$ cat src/rtl/slot_grant_counter_if.sv
// rtl/slot_grant_counter_if.sv - request/grant and slot timing signals of the slot grant counter
interface slot_grant_counter_if #(
    parameter int CNT_W  = 4,
    parameter int NUM_CH = 8,
    parameter int CH_W   = 3
);
    logic              en;
    logic              start;
    logic              mode_oneshot;
    logic [CNT_W-1:0]  slot_last;
    logic [NUM_CH-1:0] ch_req;
    logic [CNT_W-1:0]  cnt;
    logic [CH_W-1:0]   ch_sel;
    logic              gnt_done;
    logic              count_done;
    logic              busy;

    modport master (
        output en, start, mode_oneshot, slot_last, ch_req,
        input  cnt, ch_sel, gnt_done, count_done, busy
    );

    modport slave (
        input  en, start, mode_oneshot, slot_last, ch_req,
        output cnt, ch_sel, gnt_done, count_done, busy
    );
endinterface

$ cat src/rtl/slot_grant_counter.sv
// rtl/slot_grant_counter.sv - round-robin time-slice grant timer over NUM_CH channels
module slot_grant_counter #(
    parameter int                CNT_W    = 4,
    parameter int                NUM_CH   = 8,
    parameter int                CH_W     = 3,
    parameter logic [CNT_W-1:0]  DEF_LAST = 4'd9
) (
    input  logic                 Clk,
    input  logic                 count_reset,
    slot_grant_counter_if.slave  bus
);
    typedef enum logic {IDLE, GRANT} state_t;

    state_t           state, state_n;
    logic [CNT_W-1:0] cnt, cnt_n;
    logic [CNT_W-1:0] last_q, last_n;
    logic [CH_W-1:0]  ch_sel, ch_sel_n;
    logic [CH_W-1:0]  ptr, ptr_n;
    logic [CH_W-1:0]  ch_inc;

    // Search wraps at NUM_CH, so indices above NUM_CH-1 are never produced.
    function automatic logic [CH_W-1:0] next_req(input logic [CH_W-1:0] p,
                                                 input logic [NUM_CH-1:0] req);
        logic            found;
        logic [CH_W-1:0] r;
        int              idx;
        found = 1'b0;
        r     = p;
        for (int k = 0; k < NUM_CH; k++) begin
            idx = int'(p) + k;
            if (idx >= NUM_CH) idx = idx - NUM_CH;
            if (!found && req[idx]) begin
                found = 1'b1;
                r     = CH_W'(idx);
            end
        end
        return r;
    endfunction

    assign ch_inc = (ch_sel == CH_W'(NUM_CH - 1)) ? '0 : ch_sel + 1'b1;

    always_ff @(posedge Clk or posedge count_reset) begin
        if (count_reset) begin
            state  <= IDLE;
            cnt    <= '0;
            ch_sel <= '0;
            ptr    <= '0;
            last_q <= DEF_LAST;
        end else begin
            state  <= state_n;
            cnt    <= cnt_n;
            ch_sel <= ch_sel_n;
            ptr    <= ptr_n;
            last_q <= last_n;
        end
    end

    always_comb begin
        state_n  = state;
        cnt_n    = cnt;
        ch_sel_n = ch_sel;
        ptr_n    = ptr;
        last_n   = last_q;
        case (state)
            IDLE: begin
                if (bus.start && (bus.ch_req != '0)) begin
                    state_n  = GRANT;
                    ch_sel_n = next_req(ptr, bus.ch_req);
                    cnt_n    = '0;
                    last_n   = bus.slot_last;
                end
            end
            GRANT: begin
                if (bus.en) begin
                    if (cnt != last_q) begin
                        cnt_n = cnt + 1'b1;
                    end else begin
                        // Slot end: the next slot starts on the following edge with no gap.
                        ptr_n = ch_inc;
                        cnt_n = '0;
                        if (bus.mode_oneshot || (bus.ch_req == '0)) begin
                            state_n = IDLE;
                        end else begin
                            ch_sel_n = next_req(ch_inc, bus.ch_req);
                            last_n   = bus.slot_last;
                        end
                    end
                end
            end
            default: state_n = IDLE;
        endcase
    end

    assign bus.cnt        = cnt;
    assign bus.ch_sel     = ch_sel;
    assign bus.busy       = (state == GRANT);
    assign bus.gnt_done   = (state == GRANT) && (cnt < last_q);
    assign bus.count_done = (state == GRANT) && (cnt == last_q);
endmodule

$ cat src/flat_wrapper.sv
// flat-port wrapper written by rule: the top's interface ports become plain ports
module slot_grant_counter_flat 
#(
    parameter int                CNT_W    = 4,
    parameter int                NUM_CH   = 8,
    parameter int                CH_W     = 3,
    parameter logic [CNT_W-1:0]  DEF_LAST = 4'd9
)
  (Clk, count_reset, bus_en, bus_start, bus_mode_oneshot, bus_slot_last, bus_ch_req, bus_cnt, bus_ch_sel, bus_gnt_done, bus_count_done, bus_busy);
  slot_grant_counter_if #(.CNT_W(CNT_W), .NUM_CH(NUM_CH), .CH_W(CH_W)) bus_i ();
  input  logic Clk;
  input  logic count_reset;
  input wire logic [$bits(bus_i.en)-1:0] bus_en;
  input wire logic [$bits(bus_i.start)-1:0] bus_start;
  input wire logic [$bits(bus_i.mode_oneshot)-1:0] bus_mode_oneshot;
  input wire logic [$bits(bus_i.slot_last)-1:0] bus_slot_last;
  input wire logic [$bits(bus_i.ch_req)-1:0] bus_ch_req;
  output wire logic [$bits(bus_i.cnt)-1:0] bus_cnt;
  output wire logic [$bits(bus_i.ch_sel)-1:0] bus_ch_sel;
  output wire logic [$bits(bus_i.gnt_done)-1:0] bus_gnt_done;
  output wire logic [$bits(bus_i.count_done)-1:0] bus_count_done;
  output wire logic [$bits(bus_i.busy)-1:0] bus_busy;
  assign bus_i.en = bus_en;
  assign bus_i.start = bus_start;
  assign bus_i.mode_oneshot = bus_mode_oneshot;
  assign bus_i.slot_last = bus_slot_last;
  assign bus_i.ch_req = bus_ch_req;
  assign bus_cnt = bus_i.cnt;
  assign bus_ch_sel = bus_i.ch_sel;
  assign bus_gnt_done = bus_i.gnt_done;
  assign bus_count_done = bus_i.count_done;
  assign bus_busy = bus_i.busy;
  slot_grant_counter #(.CNT_W(CNT_W), .NUM_CH(NUM_CH), .CH_W(CH_W), .DEF_LAST(DEF_LAST)) u_core (.Clk(Clk), .count_reset(count_reset), .bus(bus_i));
endmodule
$ cat config.mk
export PLATFORM = sky130hd
export DESIGN_NAME = slot_grant_counter_flat
export DESIGN_NICKNAME = d
export VERILOG_FILES = /design/src/rtl/slot_grant_counter_if.sv /design/src/rtl/slot_grant_counter.sv /design/src/flat_wrapper.sv
export SDC_FILE = /design/constraint.sdc
export NUM_CORES = 1
export LEC_CHECK = 0
export CORE_ASPECT_RATIO = 0.7
export CORE_MARGIN = 5
export CORE_UTILIZATION = 30
export CTS_BUF_LIST = sky130_fd_sc_hd__clkbuf_16
export CTS_CLUSTER_DIAMETER = 80
export DETAILED_ROUTE_END_ITERATION = 8
export GPL_ROUTABILITY_DRIVEN = 0
export GPL_TIMING_DRIVEN = 0
export PLACE_DENSITY = 0.53
export SETUP_SLACK_MARGIN = 0.5
export SLEW_MARGIN = 10
export SYNTH_ARGS = -nofsm -noshare
export SYNTH_HDL_FRONTEND = slang
export SYNTH_SLANG_ARGS = --single-unit
$ cat constraint.sdc
create_clock -name Clk -period 6.4 [get_ports Clk]
set_clock_uncertainty 0.15 [all_clocks]
set_input_delay 0.96 -clock Clk [delete_from_list [all_inputs] [get_ports Clk]]
set_output_delay 0.96 -clock Clk [all_outputs]
set_load 0.01 [all_outputs]
### Yosys cells after proc, flatten, opt, wreduce, memory -nomap -nowiden

Cells that the tools add are included.

* register bits: 15
* input bits: 17
* output and inout port bits: 10

* add/sub/neg operators: 32
* order comparisons: 33
* eq/ne operators: 7
* mux-type cells: 204
* bitwise operators: 2
* reduce and logical (&&, ||, !) cells: 37

Operator list (count)
* 32-bit two-way mux: 64
* 32-bit by 5-bit < comparator with 1-bit output (second input constant): 16
* 32-bit by 5-bit >= comparator with 1-bit output (second input constant): 14
* 32-bit by 5-bit subtractor with 32-bit output (second input constant): 14
* 1-bit two-way mux: 92
* 3-bit two-way mux: 21
* 1-bit binary-select mux with 3-bit select: 16
* 3-bit by 3-bit adder with 4-bit output (second input constant): 8
* 4-bit two-way mux: 7
* 1-bit logical AND: 17
* 3-bit by 2-bit adder with 4-bit output (second input constant): 4
* 4-bit case mux with 2 select lines: 2
* 1-bit zero test: 14
* 3-bit by 4-bit subtractor with 5-bit output (second input constant): 2
* 3-bit by 1-bit adder with 4-bit output (second input constant): 2
* 3-bit by 4-bit >= comparator with 1-bit output (second input constant): 2
* 8-bit zero test: 1
* 8-bit nonzero test: 1
* 2-bit inequality test (second input constant): 3
* 3-bit case mux with 2 select lines: 1
* 4-bit by 1-bit adder with 4-bit output (second input constant): 1
* 4-bit equality test: 1
* 4-bit < comparator: 1
* 4-bit inequality test: 1
* other kinds (9): 10

### Longest topological paths before layout

Gate-level depths: netlist (run 1).

* depth in word-level cells: 65
* mapped depth: 12

### Worst setup path after synthesis (run 1)

No wires, ideal clock.

* kind: register -> register
* start point: register u_core.ch_sel[0] (netlist: u_core.bus.ch_sel[0])
* end point: register u_core.ch_sel[2] (netlist: u_core.bus.ch_sel[2])
* setup time: 131 ps
* arrival time: 3134 ps
* data required time: 6119 ps
* setup slack: 2984 ps
* cell stages (with the launch flop): 12
* buffers on the path: 1
* cell sequence: dfrtp_1 > ha_1 > ha_1 > buf_2 > xnor2_1 > mux4_2 > mux2_2 > nand3b_1 > a22o_1 > a211oi_2 > a211oi_1 > or3_1

* cells in the longest elaborated chain, start to end: 65

Ends and longest elaborated chain
* start: declaration: RTL line slot_grant_counter.sv:17 `logic [CH_W-1:0] ch_sel, ch_sel_n;`
* start signal: assignment: RTL line slot_grant_counter.sv:52 `ch_sel <= ch_sel_n;`
* 3-bit by 1-bit adder with 3-bit output or 3-bit equality test (tied branches): RTL line slot_grant_counter.sv:40 `assign ch_inc = (ch_sel == CH_W'(NUM_CH - 1)) ? '0 : ch_sel + 1'b1;`
* 3-bit two-way mux (*): RTL line slot_grant_counter.sv:40
* net u_core.ch_inc[2]: RTL line slot_grant_counter.sv:19 `logic [CH_W-1:0] ch_inc;`
* branches (longest 58 deep; another with 32-bit by 5-bit subtractor with 32-bit output)
* 3-bit two-way mux (*): RTL line slot_grant_counter.sv:32 `if (!found && req[idx]) begin`
* 3-bit two-way mux (*): RTL line slot_grant_counter.sv:81 `if (bus.mode_oneshot || (bus.ch_req == '0)) begin`
* 3-bit two-way mux (*): RTL line slot_grant_counter.sv:75 `if (cnt != last_q) begin`
* 3-bit two-way mux (*): RTL line slot_grant_counter.sv:74 `if (bus.en) begin`
* 3-bit case mux with 2 select lines (*): RTL line slot_grant_counter.sv:64 `case (state)`

Mark *: on every way through the listed nets, which the timed path passes. The select of a mux whose other input is x is not followed.
A chain may end at the register's enable or synchronous reset.

### Worst setup path after layout (run 1)

Same ends and word-level chain as after synthesis.

==> impl_metrics.yaml, run 1 <==
worst_setup_path:
  cp_num_buf_inv: 1
  crit_fanout: 10
  r2r-start: "u_core.bus.ch_sel[0]$_DFFE_PP0P_"
  crit_end: "u_core.bus.ch_sel[2]$_DFFE_PP0P_"
  arrival_ns: 3.94
  criticalPathCategory: "flip-flop to flip-flop"
  cp_slowest_stage_delay_ns: 0.54
  end_kind: "flip-flop"
  critPathLaunchType: "flip-flop"
  r2r_cells: 11
  required_ns: 6.37
  cp_slowest_cell: "xnor2_1"
  crit_top_cell: "ha_1"
  startpoint: "u_core.bus.ch_sel[0]$_DFFE_PP0P_"
  crit_family: "multiplexers"
  critical_path_depth: 11
  crit_chain: "ha_1 > ha_1 > buf_2 > xnor2_1 > mux4_2 > mux2i_1 > and4_1 > nand2_1 > o2111ai_1 > a211oi_1 > or3_1"
  rr_endpoint: "u_core.bus.ch_sel[2]$_DFFE_PP0P_"
  r2r_slack_ns: 2.43
route:
  avgViaCountPerCell: 5.629
  wirelength_mm: 7.022
  vias: 2353
  wl_per_cell_um: 16.80
  antenna_left: 0
  first_pass_iters: 5
  drt_iter0_markers: 224
  drc: 0
floorplanning:
  start_util: 0.3103
  core_mm2: 0.007939
  die_area_mm2: 0.01015
  fp.dieH_um: 85.82
  die_w_um: 118.3
  rows: 27
  ios: 27
timing:
  finalCritPeriodShare: 0.6199
  period_minus_slack_ns: 3.968
  rsz0062_at_grt: "no"
  max_slew_margin: 0.5864
  whs_ns: 0.3117
  worst_slew_pin_slew_ns: 0.6159
  setup_violations: 0
  finalSetupTns_ns: 0
  final_hold_viol_count: 0
  drv_slew: 0
  max_freq_mhz: 252.0
worst_hold_path:
  hold_path_class: "flip-flop to flip-flop"
cells_and_area:
  nets: 345
  drive_above_1_share: 0.1356
  fillers: 787
  antennaDiodeCount: 0
  syn_to_final_growth_pct: 18.89
clock_network:
  numCtsBuffers: 3
  clk_latency_ns: 0.24
  cts_tree: "built"
  cts-resized-gates: 0
  clk_pin_slew_ns: 0.05
  clk_path_buf_depth: 2
  cts_setup_buffers: 0
  htreeDepth: 1
  postCtsHoldBufs: 0
  clockRootBuffer: "clkbuf_16"
  clock-sinks: 15
global_route:
  overflow: 0
  grt_pass1_vias: 2101
  grt_pass1_wl_mm: 11.52
  grt_antenna_before_repair: 0
  grt_use_total: 0.1359
  grt_max_degree: 16
yosys:
  ys.flop_type: "dfrtp_1"
  synth_area_per_cell_um2: 8.584
  synth_cells: 287
  synth_edf_count: 0
  ys_warn_count: 0
  synth-seq-area-share: 0.1534
  async_flop_share: 1.000
  syn_nets: 314
  syn-cell-area_mm2: 0.002464
  synth_cell_type_count: 57
  ys_seq_elements: 15
place:
  dp_hpwl_mm: 5.519
  port_buffers: 26
pwr:
  power.leakage_nw: 1.156
  vdd_ir_drop_max_uv: 247.0
  cellPowerDensity_mw_per_mm2: 643.2
job:
  drv_cap: 0
run_status:
  status: "finished clean"
[power breakdown]
group / internal, mW / leakage (nW) / switching (mW) / total, mW
sequential: 0.141 / 0.182 / 0.0521 / 0.193
combinational: 0.721 / 0.932 / 0.847 / 1.57
clock: 0.0828 / 0.0423 / 0.0391 / 0.122
[stage by stage]
stage          instances  area (µm²)  power [mW]  setup WS [ns]  utilization
6_report             418        2929       1.884          2.432       0.3690
4_1_cts              418        2929       1.876          2.465       0.3690
5_1_grt              418        2929       2.037          2.258       0.3690
3_3_place_gp         414        2850       1.743          2.367       0.3590
2_1_floorplan        287        2464       1.375          2.984            -
3_5_place_dp         414        2850       1.738          2.429       0.3590
[routing by layer]
layer  up-vias  track usage  part of all wire
li1       1137            -                 -
met1      1130       0.2255              0.52
met2        84       0.1817              0.40
met3         2      0.03032             0.083
met4         0     0.006250            0.0011
met5         -            0                 0
[synthesized netlist by cell type (3+ instances only)]
master,number,share of area
mux2i_1,24,0.098
nand2b_1,7,0.018
mux4_2,16,0.15
and2_1,6,0.015
a21oi_1,13,0.026
o21ai_0,20,0.041
inv_1,14,0.021
nor2b_1,3,0.0076
o221ai_1,3,0.011
nor2_1,23,0.035
nand3_1,6,0.012
xnor2_1,6,0.021
dfrtp_1,13,0.13
nand2_1,33,0.050
o22ai_1,5,0.013
a22o_1,4,0.014
mux2_2,8,0.037
a211oi_1,3,0.0091
or2_2,3,0.0076
buf_2,5,0.010
ha_1,10,0.051
clkbuf_1,13,0.020
[cell usage in the layout, fill, tap and decap left out, types with 4 or more instances in the layout]
master / netlist / routed
a21oi_1: 13 / 13
a22o_1: 4 / 4
and2_1: 6 / 6
buf_2: 5 / 5
clkbuf_1: 13 / 13
clkdlybuf4s50_1: 0 / 26
dfrtp_1: 13 / 13
ha_1: 10 / 10
inv_1: 14 / 15
mux2_2: 8 / 8
mux2i_1: 24 / 24
mux4_2: 16 / 16
nand2_1: 33 / 33
nand2b_1: 7 / 7
nand3_1: 6 / 6
nor2_1: 23 / 23
o21ai_0: 20 / 20
o22ai_1: 5 / 5
xnor2_1: 6 / 6
[registers in the layout, indices dropped and copies added, names as in the netlist]
| signal | flops |
|---|---|
| u_core.last_q | 4 |
| u_core.bus.busy | 1 |
| u_core.bus.ch_sel | 3 |
| u_core.bus.cnt | 4 |
| u_core.ptr | 3 |
[how the worst min path moves through the flow]
stage / end / slack, ns / depth (start not counted) / from
3_3_place_gp: u_core.last_q[0]$_DFFE_PP1P_ / 0.31 / 2 / u_core.last_q[0]$_DFFE_PP1P_
3_5_place_dp: u_core.last_q[0]$_DFFE_PP1P_ / 0.31 / 2 / u_core.last_q[0]$_DFFE_PP1P_
4_1_cts: u_core.last_q[0]$_DFFE_PP1P_ / 0.32 / 2 / u_core.last_q[0]$_DFFE_PP1P_
2_1_floorplan: u_core.last_q[0]$_DFFE_PP1P_ / 0.29 / 2 / u_core.last_q[0]$_DFFE_PP1P_
5_1_grt: u_core.last_q[0]$_DFFE_PP1P_ / 0.33 / 2 / u_core.last_q[0]$_DFFE_PP1P_
6_report: u_core.last_q[0]$_DFFE_PP1P_ / 0.31 / 2 / u_core.last_q[0]$_DFFE_PP1P_
[worst min-delay path, stage by stage (launching register included)]
cell and delay, ns:
dfstp_2 0.37, nand2_1 0.05, nand2_1 0.05
[kinds of logic (layout without fill, tap and decap cells)]
| logic type | after synthesis | in the layout | share of synthesized area |
|---|---|---|---|
| XOR/XNOR | 8 | 8 | 0.02844 |
| flip-flops | 15 | 15 | 0.1534 |
| AND/OR/NAND/NOR | 95 | 95 | 0.1859 |
| multiplexers | 52 | 52 | 0.3200 |
| buffers and inverters | 34 | 64 | 0.05891 |
| AO/OA/AOI/OAI | 73 | 73 | 0.2026 |
| adder cells (fa/ha/maj) | 10 | 10 | 0.05079 |
[final cells by class]
type                    instances  area (µm²)  share of cell area
multi-input cells             238        1941              0.6625
flip-flops and latches         15       377.9              0.1290
repair buffers                 26       260.3             0.08885
well taps                     101       126.4             0.04314
plain buffers                  20       92.59             0.03161
clock buffers                   3       75.07             0.02563
inverters                      14       52.55             0.01794
clock inverters                 1       3.754            0.001282
Note: power is estimated with default switching activity, not from simulation.
==> run 2: changes to the inputs <==
clock period = 3.66 ns   (was 6.4 ns; I/O delays follow)
==> impl_metrics.yaml, run 2 (same netlist as run 1, synthesis figures left out) <==
global_route:
  grt_pass1_vias: 2344
  overflow: 0
  grt_use_total: 0.1527
  grt_antenna_before_repair: 0
  grt_max_degree: 16
  grt_pass1_wl_mm: 12.77
cells_and_area:
  final-instance-count-excl-fill: 437
  antennaDiodeCount: 0
  final_common_cell: "nand2_1"
  nets: 364
  syn_to_final_growth_pct: 38.34
  top_regs: "u_core.bus.cnt x4, u_core.last_q x4"
  most-common-layout-cells: "nand2_1 (33), clkdlybuf4s50_1 (23), nor2_1 (22), buf_4 (20), o21ai_0 (19)"
  drive_above_1_share: 0.3214
worst_setup_path:
  criticalPathCategory: "flip-flop to flip-flop"
  end_kind: "flip-flop"
  critPathLaunchType: "flip-flop"
  cp_slowest_cell: "mux4_2"
  cp_slowest_stage_delay_ns: 0.55
  crit_fanout: 9
  crit_top_cell: "a211oi_2"
  cp_num_buf_inv: 2
  arrival_ns: 3.07
  crit_family: "multiplexers"
  required_ns: 3.63
  crit_chain: "inv_1 > ha_1 > buf_6 > mux4_2 > mux2_4 > nand3b_1 > a22o_1 > a211oi_2 > a211oi_2 > or3_1"
timing:
  finalCritPeriodShare: 0.8456
  period_minus_slack_ns: 3.095
  worst_slew_pin_slew_ns: 0.6083
  max_freq_mhz: 323.1
  finalSetupTns_ns: 0
  drv_slew: 0
  max_slew_margin: 0.5940
  setup_violations: 0
  final_hold_viol_count: 0
  rsz0062_at_grt: "yes"
  fin_ws_ns: 0.5650
  whs_ns: 0.3225
worst_hold_path:
  hold_path_class: "flip-flop to flip-flop"
clock_network:
  cts_tree: "built"
  htreeDepth: 1
  clockRootBuffer: "clkbuf_16"
  clk_pin_slew_ns: 0.05
  clk_latency_ns: 0.25
  clk_path_buf_depth: 2
  numCtsBuffers: 3
  clock-sinks: 15
place:
  dp_hpwl_mm: 5.567
  port_buffers: 26
  dp.cells: 414
  pre_cts_slack_ns: 0.004131
route:
  wirelength_mm: 7.914
  wl_per_cell_um: 18.11
  avgViaCountPerCell: 5.636
  vias: 2463
  first_pass_iters: 4
  drt_iter0_markers: 219
  antenna_left: 0
  drc: 0
floorplanning:
  start_util: 0.3103
  ios: 27
  die_area_mm2: 0.01015
  rows: 27
  core_mm2: 0.007939
  die_w_um: 118.3
  fp.dieH_um: 85.82
job:
  drv_cap: 0
run_status:
  status: "finished clean"
run 2: routing by layer:
layer	up-vias	share of wire	GRT usage	routed length (µm)
met5	-	0	0	0
met4	0	0.0080	0.01250	63
met3	8	0.060	0.02966	477
met2	71	0.43	0.2113	3379
met1	1208	0.50	0.2487	3993
li1	1176	-	-	-
run 2: final cells by class:
class	instances	area [µm²]
fill	773	4531
multi-input combinational	238	2191
timing repair buffer	45	407.9
sequential	15	382.9
buffer	20	168.9
tap	101	126.4
clock buffer	3	75.07
inverter	14	52.55
clock inverter	1	3.754
run 2: worst min-delay path, cell delays in order (launching register included):
cell and delay, ns:
dfstp_2 0.36, nand2_1 0.06, nand2_1 0.05
run 2: metrics by stage:
step | utilization | area, µm²
2_1_floorplan | - | 2511
3_3_place_gp | 0.3650 | 2898
3_5_place_dp | 0.3650 | 2898
4_1_cts | 0.4071 | 3232
5_1_grt | 0.4293 | 3408
6_report | 0.4293 | 3408
run 2: path summary, 6_finish.rpt:
| check | startpoint | end | slack, ns | cells past startpoint |
|---|---|---|---|---|
| setup / recovery | u_core.bus.ch_sel[0]$_DFFE_PP0P_ | u_core.bus.ch_sel[2]$_DFFE_PP0P_ | 0.57 | 10 |
| hold / removal | u_core.last_q[0]$_DFFE_PP1P_ | u_core.last_q[0]$_DFFE_PP1P_ | 0.32 | 2 |
| setup reg to reg | u_core.bus.ch_sel[0]$_DFFE_PP0P_ | u_core.bus.ch_sel[2]$_DFFE_PP0P_ | 0.57 | 10 |
| hold reg to reg | u_core.last_q[0]$_DFFE_PP1P_ | u_core.last_q[0]$_DFFE_PP1P_ | 0.32 | 2 |
| max in group asynchronous | count_reset | u_core.ptr[1]$_DFFE_PP0P_ | 2.40 | 2 |
| min in group asynchronous | count_reset | u_core.last_q[1]$_DFFE_PP0P_ | 0.52 | 2 |
run 2: timing repair:
| action | in CTS | in global routing |
|---|---|---|
| buffers inserted | 12 | 7 |
| cloned | 0 | 0 |
| gates resized for setup | 45 | 34 |
| pin swaps | 5 | 6 |
| setup endpoints to repair | 3 | 3 |
| hold buffers | 0 | 0 |
Power of run 2 is not shown: default switching activity piles up to over one toggle a cycle in this logic, so the estimate is an artifact.
==> run 3: changes to the inputs <==
clock period = 3.2 ns   (was 3.66 ns; I/O delays follow)
==> impl_metrics.yaml, run 3 (same netlist as run 1, synthesis figures left out) <==
clock_network:
  clk_pin_slew_ns: 0.05
  clk_path_buf_depth: 2
  htreeDepth: 1
  clockRootBuffer: "clkbuf_16"
  clock-sinks: 15
  cts_tree: "built"
  numCtsBuffers: 3
  clk_latency_ns: 0.25
floorplanning:
  ios: 27
  start_util: 0.3103
  core_mm2: 0.007939
  fp.dieH_um: 85.82
  rows: 27
  die_area_mm2: 0.01015
  die_w_um: 118.3
route:
  wl_per_cell_um: 17.44
  first_pass_iters: 5
  drc: 0
  wirelength_mm: 7.672
  avgViaCountPerCell: 5.539
  antenna_left: 0
  drt_iter0_markers: 179
  vias: 2437
cells_and_area:
  multi_input_area_mm2: 0.002158
  nets: 367
  most-common-layout-cells: "nand2_1 (32), clkdlybuf4s50_1 (24), buf_4 (23), nor2_1 (22), o21ai_0 (20)"
  final-instance-count-excl-fill: 440
  top_regs: "u_core.bus.cnt x4, u_core.last_q x4"
  regArea_um2: 382.9
  drive_above_1_share: 0.3186
  fillers: 791
  syn_to_final_growth_pct: 38.09
  antennaDiodeCount: 0
  final_common_cell: "nand2_1"
timing:
  drv_slew: 0
  max_freq_mhz: 323.2
  finalCritPeriodShare: 0.9668
  max_slew_margin: 0.5894
  final_hold_viol_count: 0
  finalSetupTns_ns: 0
  period_minus_slack_ns: 3.094
  rsz0062_at_grt: "yes"
  whs_ns: 0.3160
  worst_slew_pin_slew_ns: 0.6114
  setup_violations: 0
job:
  drv_cap: 0
run_status:
  status: "finished clean"
global_route:
  grt_pass1_wl_mm: 12.71
  grt_pass1_vias: 2333
  grt.busiest_layer: "met1"
  grt_use_met1: 0.2439
  grt_antenna_before_repair: 0
  gr-usage-met2: 0.2108
  grt_max_degree: 16
  overflow: 0
  grt_util_met3: 0.02835
  grt_use_total: 0.1515
worst_setup_path:
  criticalPathCategory: "flip-flop to flip-flop"
  crit_chain: "ha_4 > ha_4 > buf_12 > xnor2_4 > mux4_2 > mux2_4 > nand3b_1 > a22o_1 > a211oi_2 > a211oi_2 > or3_1"
  cp_slowest_stage_delay_ns: 0.44
  required_ns: 3.17
  critPathLaunchType: "flip-flop"
  end_kind: "flip-flop"
  cp_slowest_cell: "dfrtp_2"
  r2r_cells: 11
  crit_fanout: 8
  arrival_ns: 3.06
worst_hold_path:
  hold_path_class: "flip-flop to flip-flop"
  whs_path_depth: 2
place:
  dp_hpwl_mm: 5.750
  port_buffers: 26
  dp.cells: 414
[run 3: critical path, delay by kind of cell, from the launching register on]
family          cells  cell delay, ns
xor+xnor            1            0.21
flops               1            0.44
fa+ha+maj           2            0.40
compound gates      3            0.44
mux                 2            0.69
simple gates        2            0.47
buf+inv             1            0.14
[run 3: cell type report]
| class | count | area share |
|---|---|---|
| well taps | 101 | 0.03715 |
| plain buffers | 20 | 0.05112 |
| clock inverters | 1 | 0.001103 |
| repair buffers | 48 | 0.1254 |
| inverters | 14 | 0.01618 |
| multi-input cells | 238 | 0.6344 |
| clock buffers | 3 | 0.02207 |
| flip-flops and latches | 15 | 0.1125 |
[run 3: timing repair]
item / 4_1_cts / 5_1_grt
hold buffers: 0 / 0
setup endpoints to repair: 8 / 12
pin swaps: 10 / 5
buffers inserted: 16 / 6
gates resized for setup: 30 / 21
[run 3: stage by stage]
stage | cell area (µm²) | utilization | worst slack (ns)
after floorplan | 2596 | - | 0.2559
after global placement | 2983 | 0.3757 | -0.2889
after detailed placement | 2983 | 0.3757 | -0.2825
after CTS | 3314 | 0.4175 | 0.09125
after global routing | 3402 | 0.4285 | 0.02658
final | 3402 | 0.4285 | 0.1062
[run 3: layer usage]
metal | wire [µm] | share of wire | vias up
met4 | 42 | 0.0055 | 0
met5 | 0 | 0 | -
li1 | - | - | 1190
met3 | 514 | 0.067 | 6
met1 | 4090 | 0.53 | 1159
met2 | 3024 | 0.39 | 82
[run 3: worst paths after layout]
check | startpoint | endpoint | slack, ns
setup reg to reg | u_core.bus.ch_sel[0]$_DFFE_PP0P_ | u_core.bus.ch_sel[2]$_DFFE_PP0P_ | 0.11
hold reg to reg | u_core.last_q[0]$_DFFE_PP1P_ | u_core.last_q[0]$_DFFE_PP1P_ | 0.32
min in group asynchronous | count_reset | u_core.bus.busy$_DFF_PP0_ | 0.45
setup / recovery | u_core.bus.ch_sel[0]$_DFFE_PP0P_ | u_core.bus.ch_sel[2]$_DFFE_PP0P_ | 0.11
max in group asynchronous | count_reset | u_core.ptr[0]$_DFFE_PP0P_ | 2.04
hold / removal | u_core.last_q[0]$_DFFE_PP1P_ | u_core.last_q[0]$_DFFE_PP1P_ | 0.32
Power of run 3 is left out for the same reason.
==> patch, RTL diff (flow settings as in run 1) <==
`CNT_W` is set to 4 in 3 places; all go to 6.
--- a/src/rtl/slot_grant_counter_if.sv
+++ b/src/rtl/slot_grant_counter_if.sv
@@ -2,3 +2,3 @@
 interface slot_grant_counter_if #(
-    parameter int CNT_W  = 4,
+    parameter int CNT_W  = 6,
     parameter int NUM_CH = 8,
--- a/src/rtl/slot_grant_counter.sv
+++ b/src/rtl/slot_grant_counter.sv
@@ -2,3 +2,3 @@
 module slot_grant_counter #(
-    parameter int                CNT_W    = 4,
+    parameter int                CNT_W    = 6,
     parameter int                NUM_CH   = 8,
--- a/src/flat_wrapper.sv
+++ b/src/flat_wrapper.sv
@@ -3,3 +3,3 @@
 #(
-    parameter int                CNT_W    = 4,
+    parameter int                CNT_W    = 6,
     parameter int                NUM_CH   = 8,
Ports: changed (resized bus_cnt and bus_slot_last); port bits go from 27 to 31. The function was not compared with the original's and may differ.
==> patch against run 1 <==
Utilization down 0.51 points. First-iteration DRC count grew 36%. Final area is 21% higher. Combinational power up 18%. Worst hold slack improved by 4.5 ps. Via count up 32%. Area after synthesis rose by 22%. Sequential cell count rose by 4. Power is 17% higher. Worst setup slack got worse by 470 ps. Wire length up 33%. Critical endpoint is now u_core.bus.ch_sel[1]$_DFFE_PP0P_.
==> patch: results (changes against run 1) <==
stage,metric,value,unit,change
run_status,outcome,"complete, no violations",,
setup_path,crit_start,u_core.bus.ch_sel[1]$_DFFE_PP0P_,,
synth,ys_types,74,,+30%
layout,num-nonclk-buffers,55,,+20%
layout,multi_input_area,0.00230,mm2,+19%
layout,regArea,478,um2,+26%
place,io_buffers,30,,+15%
power,p_leak,0.00136,uW,+18%
layout,inverters_excl_clock,21,,+7
synth,synth_seq_area_share,0.159,,+0.00606
routing,wl_met3,664,um,+14%
layout,clock_area_frac,0.0223,,-0.00463
synth,synth-adder-area-share,0.0501,,-0.000704
routing,wl_met2,3790,um,+36%
layout,buf_share,0.120,,-0.000900
place,dp_hpwl,7300,um,+32%
synth,synth_common_cells,"nand2_1, o21ai_0, a21oi_1",,
routing,wl_met1,4830,um,+33%
power,vdd_ir_drop_max,0.319,mV,+29%
synth,synthXorXnorAreaFrac,0.0230,,-0.00549
layout,top_regs,"u_core.bus.cnt (6), u_core.last_q (6)",,
layout,multi_input_cells,303,,+27%
synth,synth-compound-area-share,0.250,,+0.0478
layout,nFillCells,1028,,+31%
global_routing,grt_max_degree,20,,+4
global_routing,grt_pass1_wl,15400,um,+34%
synth,synth_nets,399,,+27%
setup_path,cp_top_family,compound AO/OA/AOI/OAI gates,,
-- patch: cell types whose count changed in the layout (fill, tap and decap cells not counted), sizes merged, moves of 7 or more --
cell,delta
o211ai,+10
nor3,+16
a31oi,+7
mux2i,-9
nand3,+7
o21ai,+10
a21oi,+7
nand2,+10
-- patch: kinds of logic (layout without fill, tap and decap cells) --
group / Yosys count / in the layout
simple gates: 139 / 139
mux: 38 / 38
flops: 19 / 19
buf+inv: 46 / 80
fa+ha+maj: 12 / 12
compound gates: 107 / 107
xor+xnor: 7 / 7
-- patch: where the power goes --
group	switching (uW)	internal (uW)
Sequential	49.7	177
Clock	46.9	83.2
Combinational	1090	761
Total	1180	1020
-- patch: routing by layer --
layer | track usage | vias up
met5 | 0 | -
met1 | 0.246 | 1476
li1 | - | 1487
met2 | 0.232 | 128
met3 | 0.0171 | 8
met4 | 0.0251 | 0
-- patch: path summary, 6_finish.rpt --
kind	endpoint	slack, ps	cells after the start
worst max-delay path	u_core.bus.ch_sel[1]$_DFFE_PP0P_	1960	15
worst min-delay path	u_core.last_q[0]$_DFFE_PP1P_	320	2
worst max register to register	u_core.bus.ch_sel[1]$_DFFE_PP0P_	1960	15
worst min register to register	u_core.last_q[0]$_DFFE_PP1P_	320	2
max in group asynchronous	u_core.bus.cnt[4]$_DFFE_PP0P_	4610	2
min in group asynchronous	u_core.last_q[4]$_DFFE_PP0P_	1010	2
-- patch: stage by stage --
step	instance area (um2)	utilization	hold WS (ps)	total power, uW	cells
floorplan	3000	-	291	1600	368
global placement	3460	0.356	311	2040	526
detailed placement	3460	0.356	310	2040	526
CTS	3540	0.364	318	2180	530
global route	3540	0.364	354	2400	530
finish	3540	0.364	316	2200	530
